$ cat src/rtl/list_sort_ctrl.sv
// In-place ascending bubble sort of RAM words 0..len-1 over a single-port synchronous-read RAM.
// Latency 4 cycles per compared pair (+2 on swap); no backpressure, start is ignored while busy.
module list_sort_ctrl #(
    parameter int WIDTH = 32,
    parameter int AW    = 10
) (
    input  logic             clk,
    input  logic             rst,
    input  logic             start,
    input  logic [AW-1:0]    len,
    output logic             busy,
    output logic             done,
    output logic [AW-1:0]    mem_addr,
    output logic             mem_rd_en,
    input  logic [WIDTH-1:0] mem_rd_data,
    output logic             mem_wr_en,
    output logic [WIDTH-1:0] mem_wr_data,
    output logic [31:0]      swaps,
    output logic [AW-1:0]    passes
);

    typedef enum logic [2:0] {IDLE, RD0, RD1, CMP, WR0, WR1, ADV, DONE} state_t;

    state_t          state_q, state_d;
    logic [AW-1:0]   len_q, len_d;
    logic [AW-1:0]   i_q, i_d;
    logic [AW-1:0]   j_q, j_d;
    logic [WIDTH-1:0] a_q, a_d;
    logic [WIDTH-1:0] b_q, b_d;
    logic            swapped_q, swapped_d;
    logic [31:0]     swaps_q, swaps_d;
    logic [AW-1:0]   passes_q, passes_d;
    logic [AW-1:0]   addr_q, addr_d;
    logic [WIDTH-1:0] wdata_q, wdata_d;
    logic            rd_en, wr_en;

    // One extra bit so the pass-end arithmetic cannot wrap.
    logic [AW:0] j_nxt, pass_lim;
    logic        last_pass;

    assign j_nxt     = {1'b0, j_q} + (AW+1)'(1);
    assign pass_lim  = {1'b0, len_q} - {1'b0, i_q} - (AW+1)'(1);
    assign last_pass = ({1'b0, i_q} + (AW+1)'(2)) == {1'b0, len_q};

    always_comb begin
        state_d   = state_q;
        len_d     = len_q;
        i_d       = i_q;
        j_d       = j_q;
        a_d       = a_q;
        b_d       = b_q;
        swapped_d = swapped_q;
        swaps_d   = swaps_q;
        passes_d  = passes_q;
        addr_d    = addr_q;
        wdata_d   = wdata_q;
        rd_en     = 1'b0;
        wr_en     = 1'b0;
        case (state_q)
            IDLE: begin
                if (start) begin
                    len_d   = len;
                    swaps_d = '0;
                    if (len >= AW'(2)) begin
                        i_d       = '0;
                        j_d       = '0;
                        swapped_d = 1'b0;
                        passes_d  = AW'(1);
                        state_d   = RD0;
                    end else begin
                        passes_d = '0;
                        state_d  = DONE;
                    end
                end
            end
            RD0: begin
                rd_en   = 1'b1;
                addr_d  = j_q;
                state_d = RD1;
            end
            RD1: begin
                rd_en   = 1'b1;
                addr_d  = j_q + AW'(1);
                a_d     = mem_rd_data;
                state_d = CMP;
            end
            CMP: begin
                b_d     = mem_rd_data;
                state_d = (a_q > mem_rd_data) ? WR0 : ADV;
            end
            WR0: begin
                wr_en   = 1'b1;
                addr_d  = j_q;
                wdata_d = b_q;
                state_d = WR1;
            end
            WR1: begin
                wr_en     = 1'b1;
                addr_d    = j_q + AW'(1);
                wdata_d   = a_q;
                swaps_d   = swaps_q + 32'd1;
                swapped_d = 1'b1;
                state_d   = ADV;
            end
            ADV: begin
                if (j_nxt < pass_lim) begin
                    j_d     = j_q + AW'(1);
                    state_d = RD0;
                end else if (!swapped_q || last_pass) begin
                    state_d = DONE;
                end else begin
                    i_d       = i_q + AW'(1);
                    passes_d  = passes_q + AW'(1);
                    j_d       = '0;
                    swapped_d = 1'b0;
                    state_d   = RD0;
                end
            end
            DONE:    state_d = IDLE;
            default: state_d = IDLE;
        endcase
    end

    always_ff @(posedge clk or posedge rst) begin
        if (rst) begin
            state_q   <= IDLE;
            len_q     <= '0;
            i_q       <= '0;
            j_q       <= '0;
            a_q       <= '0;
            b_q       <= '0;
            swapped_q <= 1'b0;
            swaps_q   <= '0;
            passes_q  <= '0;
            addr_q    <= '0;
            wdata_q   <= '0;
        end else begin
            state_q   <= state_d;
            len_q     <= len_d;
            i_q       <= i_d;
            j_q       <= j_d;
            a_q       <= a_d;
            b_q       <= b_d;
            swapped_q <= swapped_d;
            swaps_q   <= swaps_d;
            passes_q  <= passes_d;
            addr_q    <= addr_d;
            wdata_q   <= wdata_d;
        end
    end

    // Address/data are driven combinationally in the access cycle and held otherwise.
    assign mem_addr    = addr_d;
    assign mem_wr_data = wdata_d;
    assign mem_rd_en   = rd_en;
    assign mem_wr_en   = wr_en;
    assign busy        = (state_q != IDLE);
    assign done        = (state_q == DONE);
    assign swaps       = swaps_q;
    assign passes      = passes_q;

endmodule

$ cat config.mk
export PLATFORM = sky130hd
export DESIGN_NAME = list_sort_ctrl
export DESIGN_NICKNAME = d
export VERILOG_FILES = /design/src/rtl/list_sort_ctrl.sv
export SDC_FILE = /design/constraint.sdc
export NUM_CORES = 1
export LEC_CHECK = 0
export ABC_AREA = 1
export CORE_AREA = 2 2 135 203
export DETAILED_ROUTE_END_ITERATION = 7
export DIE_AREA = 0 0 137 205
export GPL_ROUTABILITY_DRIVEN = 1
export PLACE_DENSITY = 0.58
export SETUP_SLACK_MARGIN = 0.1
export SYNTH_ARGS = -nofsm -noshare
export SYNTH_HDL_FRONTEND = slang
export SYNTH_SLANG_ARGS = --single-unit
$ cat constraint.sdc
create_clock -name clk -period 15.8 [get_ports clk]
set_input_delay 3.16 -clock clk [delete_from_list [all_inputs] [get_ports clk]]
set_output_delay 3.16 -clock clk [all_outputs]
set_load 0.02 [all_outputs]
==> impl_metrics.env <==
export IMPL_setup_viol=0
export IMPL_cts_max_level=4
export IMPL_maxCapViolCount=0
export IMPL_cts_root_buffer="clkbuf_16"
export IMPL_hpwlAfterDp_mm=19.7
export IMPL_hold_class="flip-flop to flip-flop"
export IMPL_synth_seq_cells=182
export IMPL_clk_latency_ns=0.46
export IMPL_p_leak_nw=5.81
export IMPL_ir_drop_v=0.000124
export IMPL_fp_dieH_um=205
export IMPL_core_area_mm2=0.0263
export IMPL_ioPinCount=133
export IMPL_end_kind="output pin"
export IMPL_postCtsSetupBuffers=0
export IMPL_p_int_mw=1.28
export IMPL_required_ns=12.64
export IMPL_cts_buffers=17
export IMPL_grt_pass1_vias=8837
export IMPL_synth_nets=1389
export IMPL_slew_headroom=0.223
export IMPL_drc=0
export IMPL_rows=73
export IMPL_grt_ovfl_total=0
export IMPL_dieArea_mm2=0.0281
export IMPL_drv_slew=0
export IMPL_cp_start_kind="flip-flop"
export IMPL_dr_pass1_iters=5
export IMPL_grt_setup_unrepaired="false"
export IMPL_viasPerCell=5.01
export IMPL_cpMostUsedCell="nand2_1"
export IMPL_period_minus_slack_ns=7.56
export IMPL_hold_violations=0
export IMPL_fin_crit_sh=0.479
export IMPL_synth_ff_type="dfrtp_1"
export IMPL_cts_sinks=182
export IMPL_seq_area_frac_synth=0.448
export IMPL_cp_max_fo=37
export IMPL_synthArstFlopShare=1.00
export IMPL_path_clk_slew_ns=0.07
export IMPL_worstPathArrival_ns=4.40
export IMPL_synthCells=1286
export IMPL_p_clk_frac=0.212
export IMPL_status="finished clean"
export IMPL_nets=1506
export IMPL_fin_tns_setup_ns=0
export IMPL_grt_max_degree=66
export IMPL_cpPeakStageDelay_ns=1.06
export IMPL_routed_wl_mm=26.9
export IMPL_synth_edf_count=0
export IMPL_start_util=0.386
export IMPL_place_congestion=0.864
export IMPL_fmax_ghz=0.132
export IMPL_tightest_slew_ns=1.16
export IMPL_areaGrowthSynthToFinish_pct=22.1
export IMPL_post_drt_wl_per_cell_um=15.3
export IMPL_die_w_um=137
export IMPL_grt_pass1_wl_mm=44.1
export IMPL_p_per_area_mw_per_mm2=177
export IMPL_ys_warn_count=0
export IMPL_dpl_cell_area_mm2=0.0118
export IMPL_worstSetupPathType="flip-flop to output pin"
export IMPL_power_frac_seq=0.336
export IMPL_hold_buffers=0
export IMPL_drive_gt1_frac=0.0607
export IMPL_io_buffer_count=132
export IMPL_final_common_cell="nand2_1"
export IMPL_vias=8784
export IMPL_post_cts_resized=0
export IMPL_nFillCells=2657
export IMPL_finalClockSkew_ns=0.00921
export IMPL_wl_met3_um=946
export IMPL_grtUsageTotal=0.202
export IMPL_dr_wl_met2_mm=14.3
export IMPL_drt_initial_drc_count=454
export IMPL_netSwitchingPower_mw=0.916
export IMPL_final_area_mm2=0.0124
export IMPL_clockBufferDepth=2
export IMPL_route_layer_met1_wl_mm=11.0
export IMPL_final_cell_mix="387 x nand2_1, 182 x dfrtp_1, 140 x inv_1"
export IMPL_combinationalPowerShare=0.452
export IMPL_dr_max_layer_used="met4"
export IMPL_slowest_stage="clkinv_1"
export IMPL_ant_nets=0
export IMPL_p_sw_frac=0.417
export IMPL_synth_cell_types=47
export IMPL_antenna_found_initial=1
export IMPL_path_cells="inv_1 -> nand2_1 -> nor2_2 -> clkinv_1 -> nand2_1 -> nor2_1 -> a22oi_1 -> nand2_1 -> clkdlybuf4s50_1"
export IMPL_syn_area_per_cell_um2=7.90
export IMPL_synth_area_mm2=0.0102
export IMPL_cts_tree="done"
## per-stage QoR
stage / setup slack [ns] / utilization / instances / total power, mW / hold slack, ns
2_1_floorplan: 7.70 / - / 1286 / 1.38 / 0.442
6_report: 8.24 / 0.472 / 1754 / 2.20 / 0.483
3_3_place_gp: 8.78 / 0.448 / 1721 / 1.73 / 0.461
5_1_grt: 7.70 / 0.472 / 1754 / 2.38 / 0.511
3_5_place_dp: 8.70 / 0.448 / 1721 / 1.75 / 0.468
4_1_cts: 8.20 / 0.472 / 1753 / 2.23 / 0.488
## layout make-up
| class | count | area [um^2] | area share |
|---|---|---|---|
| repair buffers | 138 | 1370 | 0.110 |
| inverters | 147 | 557 | 0.0449 |
| diodes | 1 | 2.50 | 0.000202 |
| clock buffers | 23 | 498 | 0.0401 |
| multi-input cells | 917 | 4870 | 0.393 |
| clock inverters | 9 | 139 | 0.0112 |
| flip-flops and latches | 182 | 4550 | 0.367 |
| well taps | 337 | 422 | 0.0340 |
## worst max-delay path, delay by kind of cell, from the launching register on
family                 cells  cell delay, ns
DFF                        1            0.37
and+or+nand+nor            5            1.62
buffers and inverters      3            1.73
AOI/OAI and AO/OA          1            0.23
## cell usage after synthesis (2+ instances only)
master,count,area [um^2]
nand2_4,3,33.8
a211oi_1,3,22.5
o21bai_1,3,22.5
nand3_1,72,360
nor2_2,4,25.0
o21a_1,2,15.0
nor2_4,2,22.5
o22ai_1,2,12.5
nand2_1,387,1450
dfrtp_1,182,4550
nand3b_1,2,15.0
or2_2,7,43.8
nand2_2,9,56.3
a21oi_1,39,195
nand4_1,34,213
o21ai_0,105,526
nor2_1,79,297
buf_1,3,11.3
ha_1,57,713
buf_2,6,30.0
buf_4,3,22.5
nand3_2,2,20.0
xor2_1,29,254
o211ai_1,21,158
nor3_2,2,20.0
inv_1,141,529
a21boi_0,2,15.0
clkbuf_1,24,90.1
o21ai_2,10,87.6
inv_2,5,18.8
xnor2_1,9,78.8
nor4_1,5,31.3
nor3_1,18,90.1
## cell families (layout without fill, tap and decap cells)
group | count (synthesis) | after routing | synth area share
and+or+nand+nor | 630 | 630 | 0.267
AOI/OAI and AO/OA | 190 | 190 | 0.106
buffers and inverters | 187 | 317 | 0.0732
DFF | 182 | 182 | 0.448
adders and majority gates | 58 | 58 | 0.0721
xor gates and xnor gates | 38 | 38 | 0.0327
muxes | 1 | 1 | 0.000985
other | 0 | 1 | 0
## worst paths after layout
check	slack [ns]	endpoint	from	cells after the start
hold reg to reg	0.48	b_q[0]$_DFFE_PP0P_	b_q[0]$_DFFE_PP0P_	2
hold / removal	0.48	b_q[0]$_DFFE_PP0P_	b_q[0]$_DFFE_PP0P_	2
setup / recovery	8.24	mem_addr[9]	state_q[0]$_DFFE_PP0P_	9
max in group asynchronous	10.66	a_q[10]$_DFFE_PP0P_	rst	4
min in group asynchronous	3.15	swaps[31]$_DFFE_PP0P_	rst	2
setup reg to reg	11.36	passes[1]$_DFFE_PP0P_	i_q[0]$_DFFE_PP0P_	19
## registers in the layout, summed over array words and instances (netlist names)
register	count
swapped_q	1
passes	10
swaps	32
j_q	10
addr_q	10
wdata_q	32
b_q	32
i_q	10
a_q	32
state_q	3
len_q	10
## per-layer routing
layer  GRT usage  vias to the layer above
li1            -                     4414
met1       0.231                     4158
met2       0.367                      177
met3      0.0329                       35
met4      0.0832                        0
met5           0                        -
## power by group through the flow
| stage | sequential (mW) | clock (mW) | combinational [mW] |
|---|---|---|---|
| finish | 0.738 | 0.465 | 0.994 |
| global route | 0.759 | 0.495 | 1.12 |
| CTS | 0.738 | 0.477 | 1.01 |
| detailed placement | 0.744 | 0 | 1.01 |
| global placement | 0.742 | 0 | 0.988 |
| floorplan | 0.733 | 0 | 0.646 |
Note: power is estimated with default switching activity, not from simulation.
